[src/rtl/pm_ctrl_pkg.sv]
// Shared types and defaults for the PM control-path request steering blocks.
// Holds the demux FSM state encoding and the default synchronizer/timeout sizes.
// No logic lives here; it is imported by the demux top and its helpers.
package pm_ctrl_pkg;

  typedef enum logic [1:0] {
    ST_IDLE = 2'd0,
    ST_REQ  = 2'd1,
    ST_ACK  = 2'd2,
    ST_DROP = 2'd3
  } pm_demux_state_t;

  localparam int PM_SYNC_STAGES_DEF = 2;
  localparam int PM_TIMEOUT_DEF     = 255;

endpackage

[src/rtl/pm_ctrl_sync.sv]
// N-flop single-bit synchronizer for acknowledges arriving from another domain.
// Latency: N cycles of clk from d to q.
// No flow control; the output simply follows the input N cycles late.
module pm_ctrl_sync #(
  parameter int N = 2
) (
  input  logic clk,
  input  logic rst_n,
  input  logic d,
  output logic q
);

  logic [N-1:0] ff;

  // Shift the asynchronous input through N flops; all clear to 0 on reset.
  always_ff @(posedge clk or negedge rst_n) begin
    if (!rst_n) begin
      ff <= '0;
    end else begin
      ff <= {ff[N-2:0], d};
    end
  end

  assign q = ff[N-1];

endmodule

[src/rtl/pm_ctrl_demux1v2_seq.sv]
// Registered 1-to-2 four-phase request demux toward two power-domain controllers.
// Latency: dn_req 1 cycle after up_req accepted; up_ack 1 cycle after synchronized ack.
// Upstream is held in its handshake until the chosen channel acks or the timeout aborts.
module pm_ctrl_demux1v2_seq
  import pm_ctrl_pkg::*;
#(
  parameter int W           = 8,
  parameter int SYNC_STAGES = PM_SYNC_STAGES_DEF,
  parameter int TIMEOUT     = PM_TIMEOUT_DEF,
  parameter int CNT_W       = 8
) (
  input  logic         clk,
  input  logic         rst_n,
  input  logic         up_req,
  input  logic [W-1:0] up_data,
  input  logic         sel,
  output logic         up_ack,
  output logic [1:0]   dn_req,
  output logic [W-1:0] dn_data0,
  output logic [W-1:0] dn_data1,
  input  logic [1:0]   dn_ack,
  output logic         err,
  input  logic         err_clr,
  output logic         busy
);

  localparam logic             TO_EN  = (TIMEOUT != 0);
  localparam logic [CNT_W-1:0] TO_VAL = CNT_W'(TIMEOUT);
  localparam logic [CNT_W-1:0] CNT_MAX = '1;

  pm_demux_state_t state;
  pm_demux_state_t state_d;
  logic             sel_q;
  logic [CNT_W-1:0] cnt;
  logic [1:0]       ack_s;
  logic             ack_sel;
  logic             to_hit;
  logic             to_evt;
  logic             accept;
  logic             rearm;
  logic [1:0]       dn_req_d;
  logic             up_ack_d;

  for (genvar g = 0; g < 2; g++) begin : g_sync
    pm_ctrl_sync #(.N(SYNC_STAGES)) u_sync (
      .clk   (clk),
      .rst_n (rst_n),
      .d     (dn_ack[g]),
      .q     (ack_s[g])
    );
  end

  // Only the latched channel's ack is ever looked at.
  assign ack_sel = ack_s[sel_q];
  assign to_hit  = TO_EN && (cnt == TO_VAL);
  assign to_evt  = (state == ST_REQ) && !ack_sel && to_hit;
  // rearm blocks acceptance in the first IDLE cycle after a completed handshake.
  assign accept  = (state == ST_IDLE) && up_req && !rearm;

  // State register.
  always_ff @(posedge clk or negedge rst_n) begin
    if (!rst_n) begin
      state <= ST_IDLE;
    end else begin
      state <= state_d;
    end
  end

  // Next-state decode for the four-phase sequence.
  always_comb begin
    state_d = state;
    case (state)
      ST_IDLE: if (accept)            state_d = ST_REQ;
      ST_REQ:  if (ack_sel || to_hit) state_d = ST_ACK;
      ST_ACK:  if (!up_req)           state_d = ST_DROP;
      ST_DROP: if (!ack_sel)          state_d = ST_IDLE;
      default:                        state_d = ST_IDLE;
    endcase
  end

  // Next values of the registered handshake outputs.
  always_comb begin
    dn_req_d = dn_req;
    up_ack_d = up_ack;
    case (state)
      ST_IDLE: begin
        if (accept) dn_req_d = sel ? 2'b10 : 2'b01;
      end
      ST_REQ: begin
        if (ack_sel) begin
          up_ack_d = 1'b1;
        end else if (to_hit) begin
          up_ack_d = 1'b1;
          dn_req_d = 2'b00;
        end
      end
      ST_ACK: begin
        if (!up_req) dn_req_d = 2'b00;
      end
      ST_DROP: begin
        if (!ack_sel) up_ack_d = 1'b0;
      end
      default: begin
        dn_req_d = 2'b00;
        up_ack_d = 1'b0;
      end
    endcase
  end

  // Output flops, sticky error and the post-handshake rearm flag.
  always_ff @(posedge clk or negedge rst_n) begin
    if (!rst_n) begin
      dn_req <= 2'b00;
      up_ack <= 1'b0;
      busy   <= 1'b0;
      err    <= 1'b0;
      rearm  <= 1'b0;
    end else begin
      dn_req <= dn_req_d;
      up_ack <= up_ack_d;
      busy   <= (state_d != ST_IDLE);
      rearm  <= (state == ST_DROP) && (state_d == ST_IDLE);
      if (to_evt) begin
        err <= 1'b1;
      end else if (err_clr) begin
        err <= 1'b0;
      end
    end
  end

  // Latch destination and payload at acceptance; run the saturating REQ timer.
  always_ff @(posedge clk or negedge rst_n) begin
    if (!rst_n) begin
      sel_q    <= 1'b0;
      cnt      <= '0;
      dn_data0 <= '0;
      dn_data1 <= '0;
    end else begin
      if (accept) begin
        sel_q <= sel;
        cnt   <= '0;
        if (sel) dn_data1 <= up_data;
        else     dn_data0 <= up_data;
      end else if ((state == ST_REQ) && (cnt != CNT_MAX)) begin
        cnt <= cnt + CNT_W'(1);
      end
    end
  end

endmodule

[config.mk]
export PLATFORM = sky130hd
export DESIGN_NAME = pm_ctrl_demux1v2_seq
export DESIGN_NICKNAME = d
export VERILOG_FILES = /design/src/rtl/pm_ctrl_pkg.sv /design/src/rtl/pm_ctrl_sync.sv /design/src/rtl/pm_ctrl_demux1v2_seq.sv
export SDC_FILE = /design/constraint.sdc
export NUM_CORES = 1
export LEC_CHECK = 0
export CAP_MARGIN = 20
export CORE_ASPECT_RATIO = 0.7
export CORE_MARGIN = 3
export CORE_UTILIZATION = 54
export DETAILED_ROUTE_END_ITERATION = 8
export GPL_TIMING_DRIVEN = 1
export PLACE_DENSITY_LB_ADDON = 0.15
export SLEW_MARGIN = 15
export SYNTH_ARGS = -nofsm -noshare
export SYNTH_HDL_FRONTEND = slang
export SYNTH_SLANG_ARGS = --single-unit
[constraint.sdc]
create_clock -name clk -period 3.1 [get_ports clk]
set_input_delay 0.465 -clock clk [delete_from_list [all_inputs] [get_ports clk]]
set_output_delay 0.465 -clock clk [all_outputs]
set_load 0.02 [all_outputs]
==> impl_metrics.toml, run 1 <==
[clock_network]
clkLatencyLatePin_ps = 280
cts_tree = "built"
htreeDepth = 2
cts_setup_buffers = 0
cts_hold_buf = 0
cts_buffers = 5
clock-sinks = 37
root_buffer = "clkbuf_8"
clk_path_buf_depth = 2
cts.clk_slew.worst_paths_ps = 70
cts_resized = 0

[sta]
layout_min_cycle_time_ps = 1998
final-hold-violation-count = 0
max-slew-margin-rel_pct = 47.13
rsz0062_at_grt = "no"
finalCritPeriodShare_pct = 64.46
timing.fmax_ghz = 0.5004
finalSetupTns_ps = 0
setup_viol = 0
tightest_slew_ps = 793.0
clock_skew_ps = 8.510
slew_viol_final = 0

[placement]
place_hpwl_um = 2468
gp_congestion = 0.8228
portBuffers = 35

[critical_path]
r2r-start = "state[1]$_DFF_PN0_"
crit_path_max_fanout = 11
max_stage_delay_ps = 440
cp-endpoint = "dn_data1[0]$_DFFE_PN0P_"
cp_cell_sequence = "inv_1 -> ha_1 -> and3b_1 -> nand2_1 -> mux2_2"
crit_arrival_ps = 2160
rr_endpoint = "dn_data1[0]$_DFFE_PN0P_"
worstSetupEndpointType = "register"
cpMaxStageDelayCell = "dfrtp_1"
reg2reg_slack_ps = 1100
worstPathRequired_ps = 3270
critPathLaunch = "state[1]$_DFF_PN0_"
crit_type = "register to register"
critPathLaunchType = "register"
reg2regPathDepth = 5

[floorplan]
design.core.area_um2 = 2903
start_util_pct = 58.36
num_rows = 16
die_w_um = 72.95
die_h_um = 52.86
io_pins = 36
dieArea_um2 = 3856

[run_status]
status = "finished clean"

[synthesis]
synth.top_cells.by_area = "dfrtp_1 (55%), mux2_2 (11%), ha_1 (5.2%)"
synth_edf_count = 0
synthArstFlopShare_pct = 100.0
yosysTopAreaCellShare_pct = 54.65
ys_warn_count = 0
syn_area_um2 = 1694
synth_top_area_cell = "dfrtp_1"
synth_seq_cells = 37
synth_seq_area_share_pct = 54.65
syn_inst = 135
syn-num-nets = 157
ys.flop_type = "dfrtp_1"
synth.avg_cell_area_um2 = 12.55
synth_cell_types = 38

[finish]
drive_gt1_share_pct = 17.05
fillers = 196
register_area_um2 = 925.9
multi_input_comb_area_um2 = 737.0
area_growth_pct = 27.25
utilization_pct = 74.27
final_nets = 197
n_antenna_cell = 0

[pwr]
irDropWorstVdd_v = 0.0005429
p_per_area_nw_per_um2 = 947.1
leakagePower_uw = 0.0009470

[global_routing]
grt_pass1_vias = 1136
antenna_found_initial = 0
grt_pass1_wl_um = 5223
grt.total_usage_pct = 18.61
grt_max_degree = 38
overflow = 0

[drt]
num_vias = 1175
topRoutingLayerUsed = "met4"
met1Wirelength_um = 1479
wl_met3_um = 193
wl_met2_um = 1531
drc = 0
viasPerCell = 5.542
drt_pass1_iterations = 4
ant_nets = 0
drt-wirelength-per-cell_um = 15.21
routed_wl_um = 3224
drt_iter0_markers = 88

[flow_run]
maxCapViolations = 0

[hold_path]
hp-class = "input pin to async pin"
## how the worst min path moves through the flow
stage,slack [ps],cells after the start,to
after global placement,340,0,g_sync[1].u_sync.ff[1]$_DFF_PN0_
after floorplan,170,0,busy$_DFF_PN0_
after detailed placement,340,0,g_sync[1].u_sync.ff[1]$_DFF_PN0_
final,270,1,up_ack$_DFFE_PN0P_
after global routing,330,1,cnt[3]$_DFFE_PN0P_
after CTS,290,1,state[1]$_DFF_PN0_
## registers in the layout, indices dropped and copies added, names as in the netlist, 2 cells and up
signal	count
cnt	8
dn_req	2
g_sync.u_sync.ff	4
dn_data0	8
state	2
dn_data1	8
## power breakdown
part           internal [µW]  switching (µW)
clock network            160             153
registers                657             113
logic                    487             472
## synth_stat cells, types with 2 or more instances
cell type / n
mux2_2: 17
nor2_1: 9
o21ai_0: 3
a31oi_1: 2
mux2_1: 2
ha_1: 7
xor2_1: 5
inv_1: 6
o2111ai_1: 2
o211ai_1: 3
nand2b_1: 4
or4_1: 2
dfrtp_1: 37
and2_1: 2
a21oi_1: 2
nand2_1: 8
o21ai_1: 3
## placed cells by master (no fill, tap or decap), drive strengths merged, types with 5 or more instances in the layout
cell type / netlist / layout
nand2: 8 / 8
nor2: 10 / 10
o21ai: 7 / 7
ha: 7 / 7
mux2: 19 / 19
clkdlybuf4s50: 0 / 34
dfrtp: 37 / 37
inv: 6 / 6
clkbuf: 1 / 8
xor2: 5 / 5
## metal layers
metal	track usage, %	vias to the layer above
met1	24.82	576
li1	-	562
met4	4.601	0
met5	0	-
met2	28.74	33
met3	7.021	4
## logic make-up (layout without fill, tap and decap cells)
logic type | after synthesis | in the layout | synth area share [%]
simple gates | 35 | 35 | 11.74
compound gates | 22 | 22 | 9.453
fa+ha+maj | 7 | 7 | 5.170
flops | 37 | 37 | 54.65
buf+inv | 8 | 49 | 1.846
mux | 21 | 21 | 14.55
xor+xnor | 5 | 5 | 2.585
## final cells by class
cell class,instances,share of cell area [%]
Sequential cell,37,42.95
Multi-Input combinational cell,90,34.18
Timing Repair Buffer,35,16.02
Clock buffer,8,3.714
Tap cell,36,2.089
Inverter,6,1.045
## through the flow
step                      power (µW)  instances  hold slack [ps]  setup slack [ps]  instance area, µm²
final                           2042        212            266.9              1102                2156
after global routing            2181        212            327.1             956.6                2156
after detailed placement        1743        204            338.7             839.8                2076
after CTS                       2059        212            294.7              1098                2156
after floorplan                 1354        135            169.4              1373                1694
after global placement          1712        204            337.8             916.1                2076
## critical path: cells and delay by family (launching register included)
kind,cells,cell delay [ps]
fa+ha+maj,1,200
buf+inv,1,150
flops,1,440
mux,1,360
simple gates,2,730
(Power assumes the default switching activity.)
==> run 2: changes to the inputs <==
- CORE_UTILIZATION: 54 -> 50
- clock period: 3.1 -> 2.1 ns (I/O delays scaled with it)
==> run 2 against run 1 <==
Sequential power up 48%. Power up 53%. Highest routed layer unchanged. Largest cell class unchanged. Register-to-register slack got worse by 880 ps. Final cell count up 2.8%. Global-route usage fell by 0.38 points. Sequential share of layout area down 1.1 points. Setup slack worse by 880 ps. Clock-buffer cell count down 1. Clock power is 71% higher. Routed wire length increased by 4.2%.
==> impl_metrics.toml, run 2 (synthesis results as in run 1) <==
[drt]
drt-wirelength-per-cell_um = 15.42
viasPerCell = 5.349
drt_pass1_iterations = 4
routed_wl_um = 3361
drt_iter0_markers = 30
num_vias = 1166
drc = 0
ant_nets = 0

[sta]
tightest_slew_ps = 458.6
clock_skew_ps = 6.465
setup_viol = 0
finalCritPeriodShare_pct = 89.22
layout_min_cycle_time_ps = 1874
max-slew-margin-rel_pct = 69.43
rsz0062_at_grt = "no"
slew_viol_final = 0
final-hold-violation-count = 0
finalSetupTns_ps = 0
timing.fmax_ghz = 0.5338

[floorplan]
start_util_pct = 53.10
io_pins = 36
design.core.area_um2 = 3191
die_h_um = 54.70
die_w_um = 75.57
dieArea_um2 = 4134
num_rows = 17

[critical_path]
reg2regPathDepth = 5
r2r-start = "state[1]$_DFF_PN0_"
reg2reg_slack_ps = 230
rr_endpoint = "cnt[7]$_DFFE_PN0P_"
worstPathRequired_ps = 2310
critPathLaunch = "state[1]$_DFF_PN0_"
worstSetupEndpointType = "register"
crit_type = "register to register"
cp-endpoint = "cnt[7]$_DFFE_PN0P_"
crit_arrival_ps = 2090
crit_path_max_fanout = 11
critPathLaunchType = "register"

[global_routing]
grt_pass1_vias = 1168
grt_max_degree = 38
grt_pass1_wl_um = 5499
overflow = 0
grt.total_usage_pct = 18.23
antenna_found_initial = 0

[pwr]
p_per_area_nw_per_um2 = 1412
netSwitchingFraction_pct = 35.88
clkPwrFrac_pct = 17.0
leakagePower_uw = 0.0009814
irDropWorstVdd_v = 0.0006774
p_int_uw = 2006
comb_power_share_pct = 46.4
p_sw_uw = 1122
seqPwrFrac_pct = 36.5
p_total_uw = 3128

[finish]
utilization_pct = 69.41
final_nets = 201
final_area_um2 = 2215
layout_common_cells = "dfrtp_1 (37), clkdlybuf4s50_1 (35), mux2_2 (17)"
area_growth_pct = 30.72
final_common_cell = "dfrtp_1"
drive_gt1_share_pct = 20.00
n_antenna_cell = 0
reg_top3 = "cnt: 8 flops, dn_data0: 8 flops, dn_data1: 8 flops"
stdcell_count = 218

[hold_path]
hp-class = "register to register"

[clock_network]
cts.clk_slew.worst_paths_ps = 70
cts_buffers = 5
clk_path_buf_depth = 2
cts_resized = 0
clock-sinks = 37
cts_hold_buf = 0
htreeDepth = 2
clkLatencyLatePin_ps = 280
cts_setup_buffers = 0
cts_tree = "built"
root_buffer = "clkbuf_8"

[placement]
place_area_um2 = 2113
place_inst = 210
place_hpwl_um = 2465
portBuffers = 35
gp_congestion = 0.7875

[run_status]
status = "finished clean"

[flow_run]
maxCapViolations = 0
[run 2: area by class of cell]
type                       instances  area, µm²
fill                             235      975.9
sequential                        37      925.9
clock inverter                     1      5.005
tap                               38      47.55
inverter                           6      22.52
multi-input combinational         90      737.0
clock buffer                       7      96.34
timing repair buffer              39      380.4
[run 2: power by group through the flow]
stage / combinational [µW] / sequential (µW) / clock [µW]
after floorplan: 633 / 1370 / 0
after global placement: 1420 / 1130 / 0
after detailed placement: 1450 / 1150 / 0
after CTS: 1470 / 1140 / 549
after global routing: 1580 / 1170 / 592
final: 1450 / 1140 / 533
[run 2: worst min path at each step]
stage,start,to,slack [ps],depth (start not counted)
4_1_cts,g_sync[1].u_sync.ff[0]$_DFF_PN0_,g_sync[1].u_sync.ff[1]$_DFF_PN0_,360,0
6_report,g_sync[0].u_sync.ff[0]$_DFF_PN0_,g_sync[0].u_sync.ff[1]$_DFF_PN0_,360,0
2_1_floorplan,rst_n,busy$_DFF_PN0_,20,0
3_3_place_gp,g_sync[0].u_sync.ff[0]$_DFF_PN0_,g_sync[0].u_sync.ff[1]$_DFF_PN0_,330,0
5_1_grt,g_sync[0].u_sync.ff[0]$_DFF_PN0_,g_sync[0].u_sync.ff[1]$_DFF_PN0_,370,0
3_5_place_dp,g_sync[0].u_sync.ff[0]$_DFF_PN0_,g_sync[0].u_sync.ff[1]$_DFF_PN0_,340,0
[run 2: critical path, cell delays in order (launching register included)]
cell     delay [ps]
dfrtp_1         460
inv_1           150
ha_1            400
inv_1           140
or4_1           510
a21oi_1         140
[run 2: through the flow]
stage	setup slack (ps)	hold WS [ps]
global route	45.87	368.0
detailed placement	254.7	340.3
floorplan	372.8	19.41
global placement	282.2	332.0
finish	226.5	355.4
CTS	236.8	358.7
[run 2: per-layer routing]
metal	track usage (%)	wire length, µm	up-vias
met5	0	0	-
met4	6.395	23	0
met3	5.321	146	4
met2	27.79	1561	27
met1	24.83	1631	568
li1	-	-	567
==> run 3: changes to the inputs <==
- TNS_END_PERCENT: unset -> 1
==> results of run 3 <==
No change in the layout: final DEF, timing and power equal those of run 2.
